File: src/rtl/boot_copy_controller.sv
// Boot sequencer: copies a fixed ROM image into instruction RAM, stalls fetch
// with NOPs during the copy, then hands the RAM read port to the fetch stage.
module boot_copy_controller #(
  parameter int          ROM_WORDS = 256,
  parameter logic [63:0] COPY_BASE = 64'h0
) (
  input  logic        clk,
  input  logic        reset,
  input  logic        start,
  output logic [63:0] romAddress,
  input  logic [31:0] romInstruction,
  output logic        ramWriteValid,
  input  logic        ramWriteReady,
  output logic [63:0] ramWriteAddress,
  output logic [31:0] ramWriteData,
  input  logic [63:0] coreFetchAddress,
  output logic [31:0] coreFetchInstruction,
  output logic [63:0] ramReadAddress,
  input  logic [31:0] ramReadData,
  output logic        coreHold,
  output logic        done,
  output logic [31:0] checksum,
  output logic [1:0]  state_dbg
);

  // Handshake: a write transfers on a rising edge where ramWriteValid and
  // ramWriteReady are both high; address and data hold while ready is low.

  localparam logic [7:0]  LAST_INDEX = 8'(ROM_WORDS - 1);
  localparam logic [31:0] NOP        = 32'h0000_0013;

  typedef enum logic [1:0] {
    IDLE = 2'd0,
    COPY = 2'd1,
    RUN  = 2'd2
  } state_t;

  state_t      state;
  state_t      state_next;
  logic [7:0]  index;
  logic [31:0] sum;
  logic        accept;
  logic        last_accept;
  logic        restart;

  assign accept      = (state == COPY) && ramWriteReady;
  assign last_accept = accept && (index == LAST_INDEX);
  assign restart     = (state == RUN) && start;

  always_ff @(posedge clk or posedge reset) begin
    if (reset) state <= IDLE;
    else       state <= state_next;
  end

  always_comb begin
    state_next = state;
    case (state)
      IDLE:    state_next = COPY;
      COPY:    if (last_accept) state_next = RUN;
      RUN:     if (start) state_next = IDLE;
      default: state_next = IDLE;
    endcase
  end

  // Index stops at the last word: entering RUN wins over the increment.
  always_ff @(posedge clk or posedge reset) begin
    if (reset) begin
      index <= 8'd0;
      sum   <= 32'd0;
    end else if (state == IDLE || restart) begin
      index <= 8'd0;
      sum   <= 32'd0;
    end else if (accept) begin
      sum <= sum + romInstruction;
      if (index != LAST_INDEX) index <= index + 8'd1;
    end
  end

  always_comb begin
    ramWriteValid        = 1'b0;
    coreHold             = 1'b1;
    done                 = 1'b0;
    ramReadAddress       = 64'd0;
    coreFetchInstruction = NOP;
    case (state)
      COPY: ramWriteValid = 1'b1;
      RUN: begin
        coreHold             = 1'b0;
        done                 = 1'b1;
        ramReadAddress       = coreFetchAddress;
        coreFetchInstruction = ramReadData;
      end
      default: ;
    endcase
  end

  assign romAddress      = {54'd0, index, 2'b00};
  assign ramWriteAddress = COPY_BASE + romAddress;
  assign ramWriteData    = romInstruction;
  assign checksum        = sum;
  assign state_dbg       = state;

endmodule

File: config.mk
export PLATFORM = sky130hd
export DESIGN_NAME = boot_copy_controller
export DESIGN_NICKNAME = d
export VERILOG_FILES = /design/src/rtl/boot_copy_controller.sv
export SDC_FILE = /design/constraint.sdc
export NUM_CORES = 1
export LEC_CHECK = 0
export CAP_MARGIN = 20
export CORE_AREA = 10 10 155 157
export DETAILED_ROUTE_END_ITERATION = 10
export DIE_AREA = 0 0 165 167
export GPL_ROUTABILITY_DRIVEN = 0
export PLACE_DENSITY = 0.66
export SETUP_SLACK_MARGIN = 0.02
export SYNTH_ARGS = -nofsm -noshare
export SYNTH_HDL_FRONTEND = slang
export SYNTH_SLANG_ARGS = --single-unit
File: constraint.sdc
create_clock -name clk -period 3.35 [get_ports clk]
set_input_delay 0.335 -clock clk [delete_from_list [all_inputs] [get_ports clk]]
set_output_delay 0.335 -clock clk [all_outputs]
set_load 0.005 [all_outputs]
==> out/results.txt, run 1 <==
CTS tree: yes
WL final: 21070 um
Crit path required time: 3510 ps
Root Driver: clkbuf_16
initial antenna violation count: 0
top fanout value on the critical path: 3
synthesized area: 0.005077 mm2
hold path depth: 1
final core occ: 0.3844
DR pass1 iterations: 4
CP endpoint: checksum[26]
worst reg2reg endpoint: checksum[26]
Syn. warnings: 0
Residual DRC: 0
FF-to-FF path depth: 12
Tightest Pin Transition: 948.9 ps
DP Area: 0.007807 mm2
vias in the first global route: 5047
Final Cell Area: 0.008005 mm2
Avg Inst Size Synth: 7.884 um2
total grt overflow: 0
Nets: 1069
# port buffers: 312
die height: 167 um
H-tree levels: 2
Leakage Power: 3.536 nW
Tmin final: 2986 ps
fin. max-slew vios: 0
crit path launch: romInstruction[0]
asr flop ratio synth: 1.000
sequential-to-total area share from yosys stat: 0.2070
total power divided by cell area: 561.3 mW/mm2
first-pass GRT wire length: 31020 um
Mapped Cells: 644
setup tns final: 0 ps
CTS Sinks: 42
vias per std cell: 4.126
peak supply drop: 0.2056 mV
Worst setup SP type: input pin
largest net degree at the start of global routing: 64
Crit Path Category: in -> reg
clock buffer depth: 2
Post-DRT Antenna Nets: 0
#FFs+latches synth: 42
Die ar.: 0.02756 mm2
clk_lat worst skew: 290 ps
clock-pin slew on the worst setup and hold paths: 70 ps
max_cap viols: 0
period utilization: 0.8915
CORE AREA: 0.02082 mm2
slew margin rel.: 0.3665
via count: 4869
min-delay src: checksum[31]
RSZ-0062 raised after global routing: false
Clock Skew: 10.26 ps
die width: 165 um
Peak Freq: 334.8 MHz
Arr. time, crit path: 3150 ps
Initial Util: 0.2438
GR Util All Layers: 0.1416
reg-to-reg critical path startpoint: checksum[0]
Antenna Cells: 0
CTS Buf Count: 5
Wirelength per Cell: 17.86 um
io pins: 425
Starting DRT DRC Count: 157
status: finished, final reports clean
CP Capture Type: flip-flop
Layout area overhead: 57.66%
hpwl dp: 18430 um
cts-stage hold buffer count: 0
Synth cell types: 48
Post-synth EDFFs: 0
Hold Crit Class: reg -> reg
row count: 53
dominant synthesized flop cell: dfrtp_1
Final Hold Fails: 0
Final setup viols: 0
fraction of layout cells with a size suffix above 1: 0.03757
reg-to-reg slack, setup: 450 ps
==> power breakdown <==
group	internal, W	switching (W)
Combinational	0.00148	0.00139
Sequential	0.000741	0.000237
Clock	0.000429	0.000220
Total	0.00265	0.00184
==> flip-flops by register name, indices dropped and copies added, names as in the netlist <==
| register | count |
|---|---|
| index | 8 |
| checksum | 32 |
| state_dbg | 2 |
==> cells in the final DEF (no fill, tap or decap), types with 2 or more instances in the layout <==
cell type | synthesis | final
buf_4 | 152 | 10
xor2_1 | 21 | 21
dfrtp_1 | 42 | 42
o21ai_1 | 6 | 6
clkdlybuf4s50_1 | 0 | 312
o21bai_1 | 2 | 2
a31oi_1 | 7 | 7
nand4_1 | 7 | 7
nand3_1 | 10 | 10
and2_1 | 94 | 94
a22o_1 | 3 | 3
a22oi_1 | 2 | 2
and3_1 | 7 | 7
nand2b_1 | 11 | 11
o21ai_2 | 2 | 2
a21o_1 | 24 | 24
a211o_1 | 2 | 2
nor3_1 | 2 | 2
mux2i_1 | 3 | 3
ha_1 | 32 | 32
nand3b_1 | 3 | 3
conb_1 | 1 | 112
xnor2_1 | 10 | 10
clkbuf_16 | 0 | 5
nor2_1 | 25 | 24
o21ai_0 | 35 | 35
inv_2 | 0 | 2
o211ai_1 | 4 | 4
nand2_1 | 49 | 49
nor2b_1 | 3 | 3
bufinv_16 | 0 | 2
a21oi_1 | 29 | 28
inv_1 | 10 | 8
==> worst min-delay path by stage <==
| stage | to | slack, ps |
|---|---|---|
| 6_report | checksum[31] | 510 |
| 5_1_grt | checksum[31] | 550 |
| 4_1_cts | checksum[31] | 520 |
| 3_5_place_dp | checksum[8] | 500 |
| 3_3_place_gp | checksum[12] | 500 |
| 2_1_floorplan | state_dbg[1] | 440 |
==> cell type report <==
class	instances	area [um2]
clock buffers	5	125.1
clock inverters	3	68.82
fillers	2176	12820
inverters	10	37.54
multi-input cells	522	3161
flip-flops and latches	42	1051
well taps	275	344.1
repair buffers	323	3218
==> worst max-delay path: stages <==
cell,delay [ps]
clkdlybuf4s50_1,420
ha_1,220
inv_1,70
fa_1,170
nand2b_1,180
a21oi_2,90
o32ai_1,450
o21ai_1,200
a21oi_1,340
o21ai_1,200
a31oi_1,240
xor2_1,160
o21ai_0,90
==> synth_stat cells (2+ instances only) <==
library cell  number  area (um2)
nor3_1             2       10.01
nand2b_1          11       68.82
nand2_1           49       183.9
nor2b_1            3       18.77
nor2_1            25       93.84
o21ai_2            2       17.52
xnor2_1           10       87.58
a21oi_1           29       145.1
o21ai_1            6       30.03
nand3_1           10       50.05
o21bai_1           2       15.01
and2_1            94       588.1
buf_4            152        1141
o211ai_1           4       30.03
a21o_1            24       180.2
nand4_1            7       43.79
inv_1             10       37.54
xor2_1            21       183.9
a22oi_1            2       15.01
o21ai_0           35       175.2
dfrtp_1           42        1051
a31oi_1            7       43.79
clkbuf_1          28       105.1
nand3b_1           3       22.52
a211o_1            2       17.52
ha_1              32       400.4
mux2i_1            3       30.03
and3_1             7       43.79
a22o_1             3       26.28
==> cell families (layout without fill, tap and decap cells) <==
group	count (synthesis)	in the layout	share of synthesized area
adder cells (fa/ha/maj)	33	33	0.08280
flip-flops	42	42	0.2070
other	1	112	0.0007386
AO/OA/AOI/OAI	127	127	0.1666
AND/OR/NAND/NOR	216	216	0.2297
multiplexers	3	3	0.005914
buffers and inverters	191	341	0.2538
XOR/XNOR	31	31	0.05347
==> metrics by stage <==
stage	hold slack [ps]	total power (W)	setup WS [ps]	instances
floorplan	444.6	0.002778	735.2	755
global placement	495.5	0.003841	126.2	1172
detailed placement	502.6	0.003867	30.95	1172
CTS	516.9	0.004540	349.1	1180
global route	551.7	0.004912	116.1	1180
finish	508.4	0.004493	363.6	1180
==> repair_timing <==
| action | in CTS | in global routing |
|---|---|---|
| gates resized for setup | 0 | 1 |
| buffers inserted | 0 | 0 |
| endpoints found under the setup margin | 0 | 1 |
==> layer usage <==
layer,track usage,vias to the layer above,part of all wire
li1,-,2411,-
met1,0.1532,2241,0.37
met2,0.2631,209,0.53
met3,0.05128,8,0.098
met4,0.01348,0,0.0063
met5,0,-,0
Note: power is estimated with default switching activity, not from simulation.
==> run 2: changes to the inputs <==
Settings changed: CTS_CLUSTER_SIZE set to 28.
==> results of run 2 <==
Final layout, timing and power as in run 1 (identical DEF).
==> run 3: changes to the inputs <==
Settings changed: CELL_PAD_IN_SITES_DETAIL_PLACEMENT set to 0, CELL_PAD_IN_SITES_GLOBAL_PLACEMENT set to 1, CORE_AREA 10 10 155 157 to unset, CORE_MARGIN set to 10, CORE_UTILIZATION set to 22, DIE_AREA 0 0 165 167 to unset, PLACE_DENSITY 0.66 to 0.86.
==> run 3 against run 2 <==
  * Non-clock buffer count grew 3
  * Clock-buffer cell count increased by 1
  * Critical path depth unchanged
  * Die area is 7.3% higher
  * Worst hold slack lost 260 ps
  * Register-to-register slack better by 30 ps
  * Global-route usage shrank 0.46 points
  * Flip-flop and latch count did not move
  * Clock skew is 0.58 ps lower
  * Clock power down 12%
==> out/results.txt, run 3 (synthesis results as in run 1) <==
Die ar.: 0.02955 mm2
via count: 4855
GR Util All Layers: 0.1371
Crit Path Category: in -> reg
CP max stage delay: 490 ps
Buffers & Inverters on Critical Path: 2
slew margin rel.: 0.4400
clock-pin slew on the worst setup and hold paths: 70 ps
Residual DRC: 0
first-pass GRT wire length: 31370 um
WL final: 22340 um
vias in the first global route: 5124
reg-to-reg critical path startpoint: checksum[0]
CTS-repair resized insts: 0
max_cap viols: 0
io pins: 425
commonest non-fill, non-tap cell in the layout: clkdlybuf4s50_1
Switch Pwr: 0.001871 W
period utilization: 0.8853
CTS Buf Count: 5
Nets: 1072
Peak Freq: 337.2 MHz
setup tns final: 0 ps
final core occ: 0.3544
clk_lat worst skew: 290 ps
GR Layer Usage met2: 0.2337
CP Capture Type: flip-flop
Post-DRT Antenna Nets: 0
H-tree levels: 2
Worst setup SP type: input pin
status: finished, final reports clean
Clock Skew: 9.675 ps
fraction of layout cells with a size suffix above 1: 0.03855
vias per std cell: 4.066
combinational power share: 0.653
met1 GRT Util: 0.1572
clock buffer depth: 2
Wirelength per Cell: 18.71 um
clock group share of total power: 0.128
peak supply drop: 0.2290 mV
Arr. time, crit path: 3130 ps
RSZ-0062 raised after global routing: false
Leakage Power: 3.538 nW
hpwl dp: 19210 um
Final Hold Fails: 0
sequential share of power: 0.218
CTS tree: yes
CORE AREA: 0.02264 mm2
buffer count from post-CTS setup fixing: 0
total power divided by cell area: 556.2 mW/mm2
largest net degree at the start of global routing: 57
Layout area overhead: 58.03%
die width: 171.9 um
fin. max-slew vios: 0
Tmin final: 2966 ps
reg-to-reg slack, setup: 480 ps
Crit path required time: 3520 ps
Pint: 0.002592 W
DR pass1 iterations: 4
cts-stage hold buffer count: 0
grt met3 use: 0.05654
CTS Sinks: 42
row count: 55
Starting DRT DRC Count: 185
top fanout value on the critical path: 3
initial antenna violation count: 1
max reg flops: 32
Critical Path, Cell by Cell: clkdlybuf4s50_1 > ha_1 > inv_1 > fa_1 > nand2b_1 > a21oi_1 > o32ai_1 > o21ai_1 > a21oi_1 > o21ai_1 > a31oi_1 > xor2_1 > o21ai_0
# port buffers: 312
sw frac: 0.4193
total grt overflow: 0
Root Driver: clkbuf_16
Final setup viols: 0
worst hold margin: 248.5 ps
busiest grt layer: met2
worst reg2reg endpoint: checksum[26]
FF-to-FF path depth: 12
Tightest Pin Transition: 839.1 ps
Initial Util: 0.2243
Hold Crit Class: in -> async
most frequent cells in the layout: clkdlybuf4s50_1 (312), conb_1 (112), and2_1 (94)
die height: 171.9 um
cell class contributing the biggest share of worst-path delay: compound AO/OA/AOI/OAI gates
Slowest-stage cell, CP: o32ai_1
## run 3: routing by layer
| layer | vias up | part of all wire |
|---|---|---|
| met5 | - | 0 |
| met1 | 2216 | 0.39 |
| met3 | 10 | 0.10 |
| li1 | 2413 | - |
| met4 | 0 | 0.013 |
| met2 | 216 | 0.50 |
## run 3: cell type report
| cell class | count | area [um2] |
|---|---|---|
| Clock inverter | 2 | 37.54 |
| Antenna cell | 1 | 2.502 |
| Tap cell | 285 | 356.6 |
| Timing Repair Buffer | 326 | 3253 |
| Fill cell | 2339 | 14620 |
| Sequential cell | 42 | 1051 |
| Multi-Input combinational cell | 522 | 3157 |
| Clock buffer | 6 | 128.9 |
| Inverter | 10 | 37.54 |
## run 3: through the flow
step | instance area, um2 | cells | power, W | setup slack, ps
detailed placement | 7835 | 1184 | 0.003911 | 50.05
CTS | 8001 | 1192 | 0.004515 | 376.5
finish | 8024 | 1194 | 0.004463 | 384.2
floorplan | 5494 | 755 | 0.002778 | 735.2
global placement | 7835 | 1184 | 0.003886 | 131.2
global route | 8021 | 1193 | 0.004875 | 113.3
## run 3: power groups by stage
stage / logic [W] / clock network, W / registers (W)
final: 0.00291 / 0.000573 / 0.000975
after detailed placement: 0.00292 / 0 / 0.000992
after global placement: 0.00290 / 0 / 0.000983
after CTS: 0.00293 / 0.000597 / 0.000987
after floorplan: 0.00183 / 0 / 0.000948
after global routing: 0.00324 / 0.000613 / 0.00102
## run 3: worst max-delay path by stage
stage | start | depth (start not counted) | slack, ps | endpoint
floorplan | checksum[1] | 10 | 740 | checksum[29]
global placement | romInstruction[0] | 13 | 130 | checksum[24]
detailed placement | romInstruction[1] | 11 | 50 | checksum[29]
CTS | romInstruction[1] | 11 | 380 | checksum[29]
global route | romInstruction[0] | 13 | 110 | checksum[24]
finish | romInstruction[0] | 13 | 380 | checksum[26]
